<file path="config.mk">
export PLATFORM = sky130hd
export DESIGN_NAME = qam_symbol_gen_flat
export DESIGN_NICKNAME = d
export VERILOG_FILES = /design/src/rtl/qam_symbol_gen_if.sv /design/src/rtl/qam_symbol_gen.sv /design/src/flat_wrapper.sv
export SDC_FILE = /design/constraint.sdc
export NUM_CORES = 1
export LEC_CHECK = 0
export CORE_MARGIN = 2
export CORE_UTILIZATION = 51
export DETAILED_ROUTE_END_ITERATION = 10
export PLACE_DENSITY = 0.78
export RECOVER_POWER = 25
export SLEW_MARGIN = 15
export SYNTH_ARGS = -nofsm -noshare
export SYNTH_HDL_FRONTEND = slang
export SYNTH_SLANG_ARGS = --single-unit
</file>
<file path="constraint.sdc">
create_clock -name clock -period 3.84 [get_ports clock]
set_input_delay 0.384 -clock clock [delete_from_list [all_inputs] [get_ports clock]]
set_output_delay 0.384 -clock clock [all_outputs]
set_load 0.01 [all_outputs]
</file>
<file path="src/rtl/qam_symbol_gen_if.sv">
// Control/data bundle between the test-data source and its consumer.
// The slave modport is the generator side; the master modport drives the controls.
interface qam_symbol_gen_if #(
  parameter int unsigned BITS_PER_SYM = 2,
  parameter int unsigned PERIOD_W     = 10
);
  logic                    enable_cntr;
  logic                    mode;
  logic [PERIOD_W-1:0]     period;
  logic [BITS_PER_SYM-1:0] sym_out;
  logic                    data_change;
  logic                    frame_start;

  modport master (
    output enable_cntr, mode, period,
    input  sym_out, data_change, frame_start
  );

  modport slave (
    input  enable_cntr, mode, period,
    output sym_out, data_change, frame_start
  );
endinterface

</file>
<file path="src/rtl/qam_symbol_gen.sv">
// Multi-bit test-symbol source: counts enable rising edges and every period+1
// ticks emits a symbol from a rotating pattern or a PRBS15 (x^15+x^14+1) sequence.
module qam_symbol_gen #(
  parameter int unsigned             BITS_PER_SYM = 2,
  parameter int unsigned             PERIOD_W     = 10,
  parameter int unsigned             PATTERN_LEN  = 28,
  parameter logic [PATTERN_LEN-1:0]  PATTERN      = 28'h6CC1555
) (
  input  logic            clock,
  input  logic            reset,
  qam_symbol_gen_if.slave bus
);
  localparam int unsigned NSYM  = PATTERN_LEN / BITS_PER_SYM;
  localparam int unsigned IDX_W = (NSYM > 1) ? $clog2(NSYM) : 1;

  typedef enum logic {
    MODE_PATTERN = 1'b0,
    MODE_PRBS    = 1'b1
  } mode_e;

  logic                    old_en;
  logic [PERIOD_W-1:0]     cntr;
  mode_e                   act_mode;
  mode_e                   mode_nx;
  logic [IDX_W-1:0]        idx;
  logic [PATTERN_LEN-1:0]  pat;
  logic [PATTERN_LEN-1:0]  pat_rot;
  logic [14:0]             lfsr;
  logic [14:0]             lfsr_nx;
  logic [BITS_PER_SYM-1:0] prbs_sym;
  logic [BITS_PER_SYM-1:0] sym;
  logic                    chg;
  logic                    frm;
  logic                    rise;
  logic                    step;
  logic                    idx_last;

  assign rise     = bus.enable_cntr & ~old_en;
  assign step     = rise && (cntr >= bus.period);
  assign idx_last = (idx == IDX_W'(NSYM - 1));
  assign mode_nx  = step ? mode_e'(bus.mode) : act_mode;

  // Shift form of the rotation stays legal when the pattern holds a single symbol.
  assign pat_rot = (pat << BITS_PER_SYM) | (pat >> (PATTERN_LEN - BITS_PER_SYM));

  always_comb begin
    lfsr_nx  = lfsr;
    prbs_sym = '0;
    for (int unsigned i = 0; i < BITS_PER_SYM; i++) begin
      lfsr_nx  = {lfsr_nx[13:0], lfsr_nx[14] ^ lfsr_nx[13]};
      prbs_sym = (prbs_sym << 1) | BITS_PER_SYM'(lfsr_nx[0]);
    end
  end

  always_ff @(posedge clock) begin
    if (reset) begin
      old_en   <= 1'b1;
      cntr     <= '0;
      act_mode <= MODE_PATTERN;
      idx      <= '0;
      pat      <= PATTERN;
      lfsr     <= '1;
      sym      <= PATTERN[PATTERN_LEN-1 -: BITS_PER_SYM];
      chg      <= 1'b0;
      frm      <= 1'b0;
    end else begin
      old_en <= bus.enable_cntr;
      chg    <= step;
      frm    <= 1'b0;
      if (rise) begin
        cntr <= step ? '0 : cntr + PERIOD_W'(1);
      end
      if (step) begin
        act_mode <= mode_nx;
        if (mode_nx == MODE_PRBS) begin
          lfsr <= lfsr_nx;
          sym  <= prbs_sym;
        end else begin
          pat <= pat_rot;
          sym <= pat_rot[PATTERN_LEN-1 -: BITS_PER_SYM];
          idx <= idx_last ? '0 : idx + IDX_W'(1);
          frm <= idx_last;
        end
      end
    end
  end

  assign bus.sym_out     = sym;
  assign bus.data_change = chg;
  assign bus.frame_start = frm;
endmodule

</file>
<file path="src/flat_wrapper.sv">
// flat-port wrapper written by rule: the top's interface ports become plain ports
module qam_symbol_gen_flat 
#(
  parameter int unsigned             BITS_PER_SYM = 2,
  parameter int unsigned             PERIOD_W     = 10,
  parameter int unsigned             PATTERN_LEN  = 28,
  parameter logic [PATTERN_LEN-1:0]  PATTERN      = 28'h6CC1555
)
  (clock, reset, bus_enable_cntr, bus_mode, bus_period, bus_sym_out, bus_data_change, bus_frame_start);
  qam_symbol_gen_if #(.BITS_PER_SYM(BITS_PER_SYM), .PERIOD_W(PERIOD_W)) bus_i ();
  input  logic clock;
  input  logic reset;
  input wire logic [$bits(bus_i.enable_cntr)-1:0] bus_enable_cntr;
  input wire logic [$bits(bus_i.mode)-1:0] bus_mode;
  input wire logic [$bits(bus_i.period)-1:0] bus_period;
  output wire logic [$bits(bus_i.sym_out)-1:0] bus_sym_out;
  output wire logic [$bits(bus_i.data_change)-1:0] bus_data_change;
  output wire logic [$bits(bus_i.frame_start)-1:0] bus_frame_start;
  assign bus_i.enable_cntr = bus_enable_cntr;
  assign bus_i.mode = bus_mode;
  assign bus_i.period = bus_period;
  assign bus_sym_out = bus_i.sym_out;
  assign bus_data_change = bus_i.data_change;
  assign bus_frame_start = bus_i.frame_start;
  qam_symbol_gen #(.BITS_PER_SYM(BITS_PER_SYM), .PERIOD_W(PERIOD_W), .PATTERN_LEN(PATTERN_LEN), .PATTERN(PATTERN)) u_core (.clock(clock), .reset(reset), .bus(bus_i));
endmodule
</file>
==> results by group <==
Outcome
  • Outcome: finished, violations left
  • Violated checks: max-capacitance violations, max-slew violations

GRT
  • Grt ovf: 0
  • GR Layer Usage met2: 0.265
  • Vias in the first global route: 1757
  • All-Layer GR Usage: 0.168
  • Antenna violations before repair: 0
  • Global route hottest layer: met2
  • Routing usage on met1: 0.204
  • Met3 global-route usage: 0.0430
  • Global-route wire length before repair: 7880 um
  • Largest net degree at the start of global routing: 55

Die
  • Die Y-Extent: roughly 78 um
  • Die Width: 77.8 um
  • DIE AREA: 6060 sq um
  • Site Rows: 26
  • Initial core utilization: 0.537
  • Core area: a little over 5000 sq um
  • # IOs: 18

Timing
  • Hold Vio Cnt, Final: 0
  • Slew headroom: -0.420
  • Final min period: 2.78 ns
  • Setup tns final: 0 ns
  • Final period util: 0.723
  • Unrepaired setup endpoints after global routing: no
  • Max Fclk: 360 MHz
  • Worst slew pin tran: 2.13 ns
  • Max-slew violations: 55
  • Final setup fails: 0
  • Final Skew: 0.00745 ns

Pwr
  • Peak supply drop: 0.383 mV
  • Cell Pwr Density: 455 nW/um^2
  • Leak: approximately 1.4 nW
  • Sw Pwr: slightly below 0.3 mW
  • Combinational Power Share: 0.034
  • Sequential power share: 0.442
  • Internal power: 1.17 mW
  • Sw Ratio: 0.200
  • Clock network power share: 0.524

Worst setup path
  • Critical Path RT: 4.08 ns
  • FF-to-FF setup slack: 1.27 ns
  • CP Class: input pin to flip-flop
  • CP Launch Type: input pin
  • Crit-path cells: dlygate4sd3_1 > inv_1 > ha_1 > a41oi_1 > nor3_1 > o21a_1 > buf_4 > mux2_2
  • Crit-path slowest cell: nor3_1
  • Critical path peak fanout: 17
  • Critical path endpoint category: flip-flop
  • Largest stage delay, worst path: 0.75 ns
  • Critical path arrival: 3.01 ns

Clocking
  • CTS Hold Bufs: 0
  • CTS max path bufs: 2
  • Clock Tree Root: clkbuf_8
  • # resized after CTS: 0
  • CTS H-tree lvls: 3
  • Worst skew pair latency: 0.34 ns
  • CTS tree: yes
  • TritonCTS buffer count: 9
  • Clk pin slew, worst setup/hold paths: about 0.080 ns
  • Number of setup buffers added after CTS: 0
  • CTS sink count: 62

Logic synthesis
  • Sequential share of the synthesized area: 0.446
  • Cell Area, Synth: 2780 sq um
  • Synth Warn #: 0
  • Syn Inst Count: 283
  • Ys async rst share: 0
  • Syn Nets: 308
  • Post-Synthesis Mean Instance Area: 9.82 sq um
  • Yosys cell types: 33
  • Register bit total from synthesis: 62
  • Ys flop type: dfxtp_1
  • Number of flops mapped to enable cells by yosys: 0

Placed design
  • DP HPWL: 3010 um
  • IO buf count: 17
  • Placer congestion estimate: a little over 0.7
  • Placed cell area: 2950 sq um

Drt
  • Post-route DRC violation count: 0
  • Antenna Violating Nets Remaining: 0
  • Via density: between 5 and 6
  • DRT Pass-1 Iters: 4
  • Initial DRC Count: 93
  • Post-Route WL: 4700 um
  • Via count: 1895
  • WL per Instance: 12.6 um

Job
  • Max-cap violations: 1

Finish
  • Final Instance Area: 3210 sq um
  • Share of cells above drive strength 1: 0.0861
  • Most frequent cells in the layout: dfxtp_1, mux2i_1, nor2_1
  • P&R area growth vs syn: 15.4%
  • Most common cell after layout, fill and taps aside: dfxtp_1
  • Fillers: between 400 and 500
  • ANT cells: 0
  • Final nets: roughly 320

Min path
  • Hold Crit Class: flip-flop to flip-flop
## kinds of logic (layout without fill, tap and decap cells)
logic type | after synthesis | after routing | synth area share
AO/OA/AOI/OAI | 17 | 17 | 0.0473
XOR/XNOR | 11 | 11 | 0.0347
adder cells (fa/ha/maj) | 11 | 11 | 0.0495
buffers and inverters | 28 | 47 | 0.0545
flip-flops | 62 | 62 | 0.446
multiplexers | 50 | 50 | 0.181
AND/OR/NAND/NOR | 104 | 104 | 0.187
## critical path: cells and delay by family
kind / cells / cell delay, ns
compound gates: 2 / 0.36
fa+ha+maj: 1 / 0.30
buf+inv: 3 / 0.85
mux: 1 / 0.36
simple gates: 1 / 0.75
## routing by layer
metal  share of wire  up-vias  wire length (um)
met5               0        -                 0
met4           0.025        0               119
met3           0.034       11               160
met2            0.46       32              2160
met1            0.48      871              2260
li1                -      981                 -
## cell usage after synthesis (2+ instances only)
cell type	instances	share of area
a211oi_1	2	0.0054
a21oi_1	2	0.0036
and3_1	2	0.0045
buf_6	4	0.016
clkbuf_1	12	0.016
dfxtp_1	62	0.45
ha_1	11	0.050
inv_1	11	0.015
mux2_2	2	0.0081
mux2i_1	48	0.17
nand2_1	3	0.0041
nand2b_1	24	0.054
nand3_1	5	0.0090
nand4_1	4	0.0090
nor2_1	44	0.059
nor2b_1	5	0.011
nor3_1	10	0.018
o21a_1	3	0.0081
o21ai_0	3	0.0054
o21ai_1	2	0.0036
or2_2	3	0.0068
xnor2_1	3	0.0095
xor2_1	8	0.025
## cell type report
type / count / area (sq um) / area share
Multi-Input combinational cell: 193 / 1380 / 0.431
Sequential cell: 62 / 1240 / 0.387
Timing Repair Buffer: 20 / 186 / 0.0581
Clock inverter: 7 / 145 / 0.0452
Clock buffer: 9 / 124 / 0.0386
Tap cell: 70 / 87.6 / 0.0273
Inverter: 11 / 41.3 / 0.0129
## per-stage QoR
stage / cells / total power [mW] / hold slack, ns / utilization / worst slack (ns)
2_1_floorplan: 283 / 0.693 / 0.445 / - / 1.71
6_report: 372 / 1.46 / 0.474 / 0.620 / 1.06
3_3_place_gp: 356 / 0.710 / 0.455 / 0.569 / 1.03
3_5_place_dp: 356 / 0.710 / 0.465 / 0.569 / 0.983
5_1_grt: 372 / 1.50 / 0.492 / 0.620 / 0.871
4_1_cts: 372 / 1.48 / 0.476 / 0.621 / 1.33
## registers in the layout, indices dropped and copies added (netlist names)
register	flops
u_core.pat	28
u_core.lfsr	15
u_core.cntr	10
u_core.idx	4
u_core.bus.sym_out	2
u_core.bus.data_change	1
u_core.bus.frame_start	1
u_core.old_en	1
## power groups by stage
| stage | Sequential, mW | Clock (mW) | Combinational (mW) |
|---|---|---|---|
| 2_1_floorplan | 0.660 | 0 | 0.0327 |
| 3_3_place_gp | 0.660 | 0 | 0.0497 |
| 3_5_place_dp | 0.660 | 0 | 0.0504 |
| 4_1_cts | 0.645 | 0.780 | 0.0511 |
| 5_1_grt | 0.645 | 0.799 | 0.0572 |
| 6_report | 0.645 | 0.765 | 0.0503 |
## final timing paths
check                    to  cells after the start           start
max           u_core.idx[0]                      8   bus_period[4]
min          u_core.pat[20]                      2  u_core.pat[18]
min reg2reg  u_core.pat[20]                      2  u_core.pat[18]
max reg2reg   u_core.idx[0]                      8  u_core.cntr[0]
(Power assumes the default switching activity.)
